## src/rtl/rf_dispatch_sched.sv

```systemverilog
// ROB tag allocator / issue throttle between decoder and register file.
// Optional event counters are built when RF_DISPATCH_STAT_EN is defined.
module rf_dispatch_sched #(
    parameter int unsigned ROB_ADD_W = 4,
    parameter int unsigned FLUSH_CYC = 2
) (
    input  logic                 clk,
    input  logic                 rst,
    input  logic                 en,
    input  logic                 iIS_Req,
    output logic                 oIS_Rdy,
    output logic                 oRF_En,
    output logic [ROB_ADD_W-1:0] oRF_Qn,
    input  logic                 iCM_En,
    input  logic [ROB_ADD_W-1:0] iCM_Tag,
    input  logic                 iMp,
    output logic [ROB_ADD_W-1:0] oCount,
    output logic                 oFull,
    output logic                 oEmpty,
    output logic                 oFlushing,
    output logic                 oCmErr
`ifdef RF_DISPATCH_STAT_EN
    ,
    output logic [31:0]          oStatIssue,
    output logic [31:0]          oStatStall,
    output logic [31:0]          oStatFlush
`endif
);

    localparam logic [ROB_ADD_W-1:0] CAP        = '1;
    localparam logic [ROB_ADD_W-1:0] TAG_ONE    = ROB_ADD_W'(1);
    localparam logic [3:0]           FLUSH_LOAD = 4'(FLUSH_CYC - 1);

    typedef enum logic [0:0] {StRun, StFlush} state_e;

    state_e                 state_q, state_d;
    logic [ROB_ADD_W-1:0]   head_q, head_d;
    logic [ROB_ADD_W-1:0]   tail_q, tail_d;
    logic [ROB_ADD_W-1:0]   count_q, count_d;
    logic [3:0]             flush_cnt_q, flush_cnt_d;
    logic                   cm_err_q, cm_err_d;
    logic                   running;
    logic                   full;
    logic                   cm_valid;
    logic                   cm_ok;

    // Tag 0 means "no dependency", so the ring runs 1..CAP.
    function automatic logic [ROB_ADD_W-1:0] next_tag(input logic [ROB_ADD_W-1:0] t);
        return (t == CAP) ? TAG_ONE : t + TAG_ONE;
    endfunction

    always_comb begin
        state_d     = state_q;
        head_d      = head_q;
        tail_d      = tail_q;
        count_d     = count_q;
        flush_cnt_d = flush_cnt_q;
        cm_err_d    = cm_err_q;

        running  = (state_q == StRun);
        full     = (count_q == CAP);
        oIS_Rdy  = en & running & ~full;
        oRF_En   = iIS_Req & oIS_Rdy & ~iMp & en;
        cm_valid = en & iCM_En & running & ~iMp;
        cm_ok    = cm_valid & (count_q != '0) & (iCM_Tag == head_q);

        if (en) begin
            if (iMp) begin
                // RF clears every q[] this cycle, so tag 1 is reusable at once.
                head_d      = TAG_ONE;
                tail_d      = TAG_ONE;
                count_d     = '0;
                state_d     = StFlush;
                flush_cnt_d = FLUSH_LOAD;
            end else begin
                if (cm_valid && !cm_ok) cm_err_d = 1'b1;
                if (cm_ok)  head_d = next_tag(head_q);
                if (oRF_En) tail_d = next_tag(tail_q);
                case ({oRF_En, cm_ok})
                    2'b10:   count_d = count_q + TAG_ONE;
                    2'b01:   count_d = count_q - TAG_ONE;
                    default: count_d = count_q;
                endcase
                if (!running) begin
                    if (flush_cnt_q == 4'd0) state_d = StRun;
                    else flush_cnt_d = flush_cnt_q - 4'd1;
                end
            end
        end
    end

    always_ff @(posedge clk) begin
        if (rst) begin
            state_q     <= StRun;
            head_q      <= TAG_ONE;
            tail_q      <= TAG_ONE;
            count_q     <= '0;
            flush_cnt_q <= 4'd0;
            cm_err_q    <= 1'b0;
        end else begin
            state_q     <= state_d;
            head_q      <= head_d;
            tail_q      <= tail_d;
            count_q     <= count_d;
            flush_cnt_q <= flush_cnt_d;
            cm_err_q    <= cm_err_d;
        end
    end

    assign oRF_Qn    = tail_q;
    assign oCount    = count_q;
    assign oFull     = full;
    assign oEmpty    = (count_q == '0);
    assign oFlushing = (state_q == StFlush);
    assign oCmErr    = cm_err_q;

`ifdef RF_DISPATCH_STAT_EN
    logic [31:0] stat_issue_q, stat_stall_q, stat_flush_q;

    always_ff @(posedge clk) begin
        if (rst) begin
            stat_issue_q <= '0;
            stat_stall_q <= '0;
            stat_flush_q <= '0;
        end else if (en) begin
            if (oRF_En)             stat_issue_q <= stat_issue_q + 32'd1;
            if (iIS_Req && !oIS_Rdy) stat_stall_q <= stat_stall_q + 32'd1;
            if (iMp)                stat_flush_q <= stat_flush_q + 32'd1;
        end
    end

    assign oStatIssue = stat_issue_q;
    assign oStatStall = stat_stall_q;
    assign oStatFlush = stat_flush_q;
`endif

endmodule
```

## config.mk

```make
export PLATFORM = sky130hd
export DESIGN_NAME = rf_dispatch_sched
export DESIGN_NICKNAME = d
export VERILOG_FILES = /design/src/rtl/rf_dispatch_sched.sv
export SDC_FILE = /design/constraint.sdc
export NUM_CORES = 1
export LEC_CHECK = 0
export ABC_AREA = 1
export CAP_MARGIN = 20
export CORE_MARGIN = 3
export CORE_UTILIZATION = 50
export CTS_CLUSTER_SIZE = 24
export DETAILED_ROUTE_END_ITERATION = 6
export PLACE_DENSITY = 0.78
export SLEW_MARGIN = 20
export SYNTH_ARGS = -nofsm -noshare
export SYNTH_HDL_FRONTEND = slang
export SYNTH_SLANG_ARGS = --single-unit
export TNS_END_PERCENT = 1
```

## constraint.sdc

```tcl
create_clock -name clk -period 2.5 [get_ports clk]
set_clock_uncertainty 0.1 [all_clocks]
set_input_delay 0.5 -clock clk [delete_from_list [all_inputs] [get_ports clk]]
set_output_delay 0.5 -clock clk [all_outputs]
set_load 0.005 [all_outputs]
```

**Yosys cells after proc, flatten, opt, wreduce, memory -nomap -nowiden**

Cells that the tools add are included.

- Word-level logic and storage cells: 59
- RAM bits: 0
- Bits in registers: 18
- Memories: 0
- Bits in latches: 0
- Bits in read-only memories: 0

- Multiply operators: 0
- $add $sub $neg: 5
- Mux-type cells: 14
- Shift-type cells: 0
- Magnitude comparators: 0
- Bitwise logic cells: 13
- Reductions and logical operators: 14
- Eq/ne operators: 7
- Div/mod/pow operators: 0

Operators by type and width:

| operator | count |
|---|---|
| $mux W4 | 10 |
| $add A4 B1 Y4 const B | 3 |
| $eq A4 B4 Y1 const B | 3 |
| $and A1 B1 Y1 | 10 |
| $logic_not A4 Y1 | 2 |
| $pmux W4 S2 | 1 |
| $sub A4 B1 Y4 const B | 2 |
| $reduce_and A2 Y1 | 3 |
| $reduce_and A3 Y1 | 2 |
| $reduce_bool A2 Y1 | 3 |
| $eq A4 B4 Y1 | 1 |
| $reduce_bool A4 Y1 | 1 |
| $mux W1 | 3 |
| $not A1 Y1 | 3 |
| $reduce_bool A3 Y1 | 1 |
| $eq A2 B1 Y1 const B | 1 |
| $eq A2 B2 Y1 const B | 1 |
| $ne A2 B2 Y1 const B | 1 |
| $logic_and A1 B1 Y1 | 1 |
| $logic_not A1 Y1 | 1 |

**Depth between registers and ports, before layout**

Gate-level depths: netlist of the first run.

- Depth in word-level cells: 9
- Gate-level depth with buffers: 15

**Worst setup path before layout of the first run**

No wires, ideal clock.

- Path kind: input port to flip-flop
- Start point: input port iCM_Tag[0]
- End point: register count_q[3], in the netlist oCount[3]
- Cell stages on the path: 15
- Path slack: 0.202 ns
- Path buffers: 0
- Arrival time: 2.068 ns
- Library setup time: 0.130 ns
- Path through: inv_1 -> nand2_1 -> nand2_1 -> nor2_1 -> nand3_2 -> nor2_1 -> ha_1 -> a21oi_1 -> nand2_1 -> xor2_1 -> inv_1 -> nand2_1 -> nand2_1 -> nand3_1 -> a21oi_1

- Word-level cells in the longest chain between the ends: 5

Ends and longest elaborated chain:

| item | RTL line | source |
|---|---|---|
| start: declaration | 15 | `input logic [ROB_ADD_W-1:0] iCM_Tag,` |
| $eq A4 B4 Y1 (*) | 65 | `cm_ok = cm_valid & (count_q != '0) & (iCM_Tag == head_q);` |
| $and A1 B1 Y1 (*) | 65 |  |
| $eq A2 B1 Y1 / $eq A2 B2 Y1 (equally long branches) | 79 | `case ({oRF_En, cm_ok})` |
| $pmux W4 S2 / $reduce_bool A3 Y1 (equally long branches) | n/a |  |
| $mux W4 / $reduce_and A2 Y1 (equally long branches) | n/a |  |
| end signal: assignment | 104 | `count_q <= count_d;` |
| end: declaration | 39 | `logic [ROB_ADD_W-1:0] count_q, count_d;` |

Every way passes the cells marked *; elsewhere a longest branch is shown, timed or not.
A chain may end at the register's enable or synchronous reset.

**Worst setup path in the final report of the first run**

- Start point: input port iCM_En
- End point: register count_q[3], in the netlist oCount[3]

- Word-level cells in the longest chain between the ends: 8

Ends and longest elaborated chain:

| item | RTL line | source |
|---|---|---|
| start: declaration | 14 | `input logic iCM_En,` |
| $and A1 B1 Y1 (*) (3 in series) | 64 | `cm_valid = en & iCM_En & running & ~iMp;` |
| $and A1 B1 Y1 (*) (2 in series) | 65 |  |
| $eq A2 B1 Y1 / $eq A2 B2 Y1 (equally long branches) | 79 |  |
| $pmux W4 S2 / $reduce_bool A3 Y1 (equally long branches) | n/a |  |
| $mux W4 / $reduce_and A2 Y1 (equally long branches) | n/a |  |

Marked as above.

==> metrics.txt, run 1 <==
Worst-path clk slew=0.10 ns; first-pass GRT wire length=4.95 mm; R2R depth=17; HPWL Detailed=roughly 2.4 mm; number of nets in the layout=251; Slew Viols, Final=0; Tot GR Track Use=0.224; die width=between 50 and 60 um; routed len/inst=11.9 um; mean post-synth cell area=6.31 um^2; Die Footprint=a little over 3000 um^2; Initial DRC Count=23; FF+latch count, synth=18; CP Max Fanout=2; Async SR Flop Fraction=0; GR Overflow Total=0; worst-case clock buffer depth=2; vias in the first global route=1213; WHS=approximately 0.39 ns; ANT cells=0; Cell Rows=17; CP Class=input port to flip-flop; largest net degree at the start of global routing=12; post-synth cell types=26; maxcap violations=0; post-layout min period=2.40 ns; sequential-to-total area share from yosys stat=0.301; Power Density=365 nW/um^2; core area=roughly 2200 um^2; CP delay by family, top=simple AND/OR/NAND/NOR gates; required time of the critical path=2.63 ns; Worst Setup End Kind=flip-flop; post-route setup slack=0.0978 ns; DRC errors left=0; CP most frequent cell=nand2_1; number of synthesized flops with an enable pin=0; CTS tree=built; cell taking the most area after synthesis=dfxtp_1; post-synth net total=about 210; slew at the pin closest to its max-slew limit=~0.45 ns; Critical Path Stages=17; gpl congestion=0.879; outcome=complete, no violations; Leakage Power=0.827 nW; Top FF cell, synth=dfxtp_1; RSZ-0062 raised after global routing=true; IO buf count=23; synth warn=0; drt first pass iters=4; clk sink count=18; worst skew pair latency=0.29 ns; top cells by area, synth=dfxtp_1 30%, nand2_1 18%, inv_1 9.4%; cell-by-cell trace of the critical path=clkdlybuf4s50_1 -> inv_1 -> nor2_1 -> nand2_1 -> nor2_2 -> nand3_2 -> nor2_4 -> buf_4 -> ha_1 -> nand3_1 -> nand2_2 -> xor2_2 -> inv_1 -> nand2_1 -> nand2_1 -> nand3_1 -> a21oi_1; Clock Tree Root=clkbuf_4; via count=approximately 1400; worst hold-check path type=flip-flop to flip-flop; Post-Syn Area=1200 um^2; H-tree Lvls=1; Final setup viols=0; Final period util=0.961; synth cell count leaders=58 x nand2_1, 30 x inv_1, 20 x nor2_1, 18 x dfxtp_1, 15 x a21oi_1; CP Launch Type=input port; relative slew slack=0.700; Hold Path Depth=2; Max Clk Rate=between 400 and 500 MHz; share of cells above drive strength 1=0.155; Buf/Inv on CP=4; worst path arrival time=2.53 ns; Die Y=~55 um; Worst path max stage delay=0.48 ns; Max rail drop VDD=0.000293 V; CTS Buf Count=3; Crit-path slowest cell=clkdlybuf4s50_1; Starting Density=0.537; Total Wirelength=3.09 mm; count leader, synth=nand2_1; Vias/cell=5.22; post-synth top area share=0.301; worst slack at placement=-0.266 ns; Synth Instances=190; # IOs=24; Post-DRT Antenna Nets=0; Area Growth Syn to Fin=37.5%; antenna violations before repair=0; Final Hold Viols=0
registers in the layout, summed over array words and instances (netlist names):
register / count
oFlushing: 1
oRF_Qn: 4
head_q: 4
flush_cnt_q: 4
oCount: 4
oCmErr: 1
layer usage:
metal	part of all wire	up-vias	track usage
met3	0.057	8	0.0375
met4	0.023	0	0.0769
met1	0.43	614	0.265
met2	0.49	43	0.406
li1	-	691	-
met5	0	-	0
stage by stage:
stage / instance area (um^2) / TNS (ns) / instances / utilization / power [mW]
3_5_place_dp: 1570 / -0.648 / 255 / 0.704 / 0.461
6_report: 1650 / 0 / 260 / 0.738 / 0.602
4_1_cts: 1600 / 0 / 259 / 0.718 / 0.604
2_1_floorplan: 1200 / 0 / 190 / - / 0.389
5_1_grt: 1650 / -0.0885 / 260 / 0.738 / 0.641
3_3_place_gp: 1570 / -0.425 / 255 / 0.704 / 0.456
worst paths after layout:
kind,from,end,slack (ns)
max,iCM_En,oCount[3],0.1
min,flush_cnt_q[1],flush_cnt_q[1],0.39
max reg2reg,oCount[1],oCount[3],0.15
min reg2reg,flush_cnt_q[1],flush_cnt_q[1],0.39
power breakdown:
group          switching, mW  internal [mW]
logic                 0.0732         0.0716
registers             0.0139          0.299
clock network         0.0880         0.0560
total                  0.175          0.427
worst register-to-register path, delay by kind of cell, from the launching register on:
family / cells / cell delay (ns)
adder cells (fa/ha/maj): 1 / 0.23
AO/OA/AOI/OAI: 1 / 0.13
flip-flops: 1 / 0.51
buffers and inverters: 5 / 0.43
AND/OR/NAND/NOR: 9 / 0.73
XOR/XNOR: 1 / 0.15
timing repair:
action | 4_1_cts | 5_1_grt
hold buffers | 0 | 0
buffers inserted | 1 | 1
setup endpoints to repair | 1 | 3
pin swaps | 1 | 1
gates resized for setup | 2 | 11
gates cloned | 0 | 0
placed cells by master, fill, tap and decap left out:
master / synthesis / routed
inv_1: 30 / 30
clkdlybuf4s50_1: 0 / 18
a21oi_2: 1 / 2
xor2_1: 2 / 1
nor2_4: 0 / 1
a31oi_1: 1 / 1
dlygate4sd2_1: 0 / 1
o211a_1: 1 / 1
a211o_1: 1 / 1
dlymetal6s2s_1: 0 / 4
o21ai_0: 5 / 5
nor2_2: 3 / 6
o21ai_1: 1 / 1
xor2_2: 0 / 1
nand3_1: 11 / 11
ha_1: 6 / 6
o31ai_1: 1 / 1
nand3_2: 2 / 2
nor3b_2: 1 / 1
fa_1: 1 / 1
nor2_1: 20 / 16
nor3_1: 6 / 6
nand4_1: 1 / 1
buf_4: 1 / 18
nand2_2: 0 / 1
dfxtp_1: 18 / 18
clkbuf_4: 0 / 3
o211ai_1: 1 / 1
inv_2: 1 / 1
a21oi_1: 15 / 14
xnor2_1: 1 / 1
nand2_1: 58 / 57
cell families (layout without fill, tap and decap cells):
| kind of cell | count (synthesis) | count (layout) | synth area share |
|---|---|---|---|
| buffers and inverters | 33 | 75 | 0.106 |
| AO/OA/AOI/OAI | 27 | 27 | 0.128 |
| XOR/XNOR | 3 | 3 | 0.0219 |
| AND/OR/NAND/NOR | 102 | 102 | 0.363 |
| flip-flops | 18 | 18 | 0.301 |
| adder cells (fa/ha/maj) | 7 | 7 | 0.0793 |
layout make-up:
type | count | area, um^2
inverters | 31 | 116
fillers | 194 | 586
clock buffers | 3 | 22.5
multi-input cells | 139 | 739
flip-flops and latches | 18 | 360
repair buffers | 41 | 374
well taps | 28 | 35.0
Power figures use the tool's default switching activity.
==> inputs of run 2 (changes only) <==
--- a/config.mk
+++ b/config.mk
@@ -12,6 +12,7 @@
 export CTS_CLUSTER_SIZE = 24
 export DETAILED_ROUTE_END_ITERATION = 6
 export PLACE_DENSITY = 0.78
+export SKIP_CTS_REPAIR_TIMING = 1
 export SLEW_MARGIN = 20
 export SYNTH_ARGS = -nofsm -noshare
 export SYNTH_HDL_FRONTEND = slang
==> constraint.sdc (replaced) <==
create_clock -name clk -period 2.5 [get_ports clk]
set_clock_uncertainty 0.1 [all_clocks]
set_input_delay 0.5 -clock clk [delete_from_list [all_inputs] [get_ports clk]]
set_output_delay 0.5 -clock clk [all_outputs]
set_load 0.1 [all_outputs]
==> run 2 against run 1 <==
First-iteration DRC count grew 35%. Via count is 1.3% lower. Power grew 20%. Die area is the same. Critical path depth decreased by 2. Sequential share of layout area grew 0.40 points. Clock-buffer cell count grew 1. Cell count is the same. Register-to-register slack better by 0.11 ns. Sequential cell count is the same. Worst hold slack gained 0.018 ns. Critical endpoint unchanged. Largest power group unchanged.
==> metrics.txt, run 2 (same netlist as run 1, synthesis figures left out) <==
gr busiest metal=met2; Hold Path Depth=2; relative slew slack=0.682; Worst path max stage delay=approximately 0.48 ns; DRC errors left=0; GRT met2 Usage=0.427; worst path arrival time=around 2.6 ns; worst skew pair latency=0.30 ns; clk sink count=18; core area=2230 um^2; die width=55.0 um; CP Class=input port to flip-flop; # IOs=24; worst hold-check path type=flip-flop to flip-flop; worst-case clock buffer depth=2; Initial DRC Count=31; number of nets in the layout=250; CP delay by family, top=simple AND/OR/NAND/NOR gates; ANT cells=0; Max rail drop VDD=roughly 0.00035 V; post-layout min period=2.42 ns; CP Max Fanout=3; Total Wirelength=~3.3 mm; Worst-path clk slew=0.11 ns; Starting Density=0.537; Power Density=between 400 and 500 nW/um^2; Pwr Total=0.722 mW; Post-DRT Antenna Nets=0; drt first pass iters=4; most frequent cells in the layout=57 x nand2_1, 29 x inv_1, 29 x buf_4; outcome=complete, no violations; CTS Buf Count=3; setup TNS=0 ns; cell-by-cell trace of the critical path=clkdlybuf4s50_1 -> inv_1 -> nand2_1 -> nand2_2 -> nor2_2 -> nand3_2 -> nor2_4 -> ha_4 -> a21oi_2 -> nand2_1 -> xor2_1 -> nand2_1 -> nand2_1 -> nand3_2 -> a21oi_2; Cell Rows=17; share of cells above drive strength 1=0.259; Buf/Inv on CP=2; Core Util, Final=0.762; Final Hold Viols=0; Crit-path slowest cell=clkdlybuf4s50_1; post-route setup slack=0.0844 ns; H-tree Lvls=1; Critical Path Stages=15; largest net degree at the start of global routing=12; Area Growth Syn to Fin=42.1%; Final setup viols=0; CP Launch Type=input port; Max Clk Rate=approximately 410 MHz; IO buf count=23; commonest non-fill, non-tap cell in the layout=nand2_1; vias in the first global route=1250; GR Overflow Total=0; R2R depth=14; Clock Tree Root=clkbuf_4; Vias/cell=5.15; via count=1338; gpl congestion=0.819; Slew Viols, Final=0; maxcap violations=0; HPWL Detailed=about 2.5 mm; Final period util=0.966; slew at the pin closest to its max-slew limit=between 0.4 and 0.5 ns; routed len/inst=12.7 um; CTS tree=built; Die Footprint=3020 um^2; Worst Setup End Kind=flip-flop; met1 Usage GRT=0.254; required time of the critical path=2.63 ns; grt met3 use=0.0509; first-pass GRT wire length=5.06 mm; CP most frequent cell=nand2_1; Fillers=166; worst slack at placement=-0.260 ns; antenna violations before repair=0; Leakage Power=0.857 nW; Tot GR Track Use=0.232; Die Y=55.0 um
==> run 2: worst paths after layout <==
| check | startpoint | end | slack, ns |
|---|---|---|---|
| max | iCM_Tag[2] | oCount[3] | 0.08 |
| min | flush_cnt_q[1] | flush_cnt_q[1] | 0.41 |
| max reg2reg | oCount[1] | oCount[3] | 0.26 |
| min reg2reg | flush_cnt_q[1] | flush_cnt_q[1] | 0.41 |
==> run 2: layer usage <==
metal | vias to the layer above | routed length (um)
met1 | 603 | 1370
met5 | - | 0
met3 | 6 | 183
li1 | 690 | -
met4 | 0 | 33
met2 | 39 | 1720
==> run 2: stage by stage <==
stage                     cell area [um^2]  cells  hold slack [ns]
after floorplan                       1260    190            0.354
after global placement                1610    253            0.367
after detailed placement              1610    253            0.378
after CTS                             1650    257            0.416
after global routing                  1700    260            0.429
final                                 1700    260            0.407
==> run 2: final cells by class <==
cell class                      count  area, um^2  share of cell area
Sequential cell                    18         379               0.223
Tap cell                           28        35.0              0.0206
Multi-Input combinational cell    139         772               0.453
Inverter                           31         120              0.0705
Clock buffer                        4        36.3              0.0213
Timing Repair Buffer               40         360               0.212
==> run 2: where the power goes <==
| group | switching, mW | total [mW] | leakage [nW] | internal, mW |
|---|---|---|---|---|
| Clock | 0.0958 | 0.185 | 0.0210 | 0.0888 |
| Sequential | 0.0143 | 0.310 | 0.151 | 0.296 |
| Combinational | 0.152 | 0.227 | 0.685 | 0.0745 |
| Total | 0.263 | 0.722 | 0.857 | 0.459 |
==> run 2: worst reg2reg max path, stage by stage (launching register included) <==
cell        delay [ns]
dfxtp_4           0.41
nand2_1           0.06
inv_1             0.05
nand2_1           0.07
nand4_1           0.17
clkinvlp_4        0.14
nor2_4            0.17
ha_4              0.23
a21oi_2           0.11
nand2_1           0.08
xor2_1            0.20
nand2_1           0.08
nand2_1           0.09
nand3_2           0.09
a21oi_2           0.14
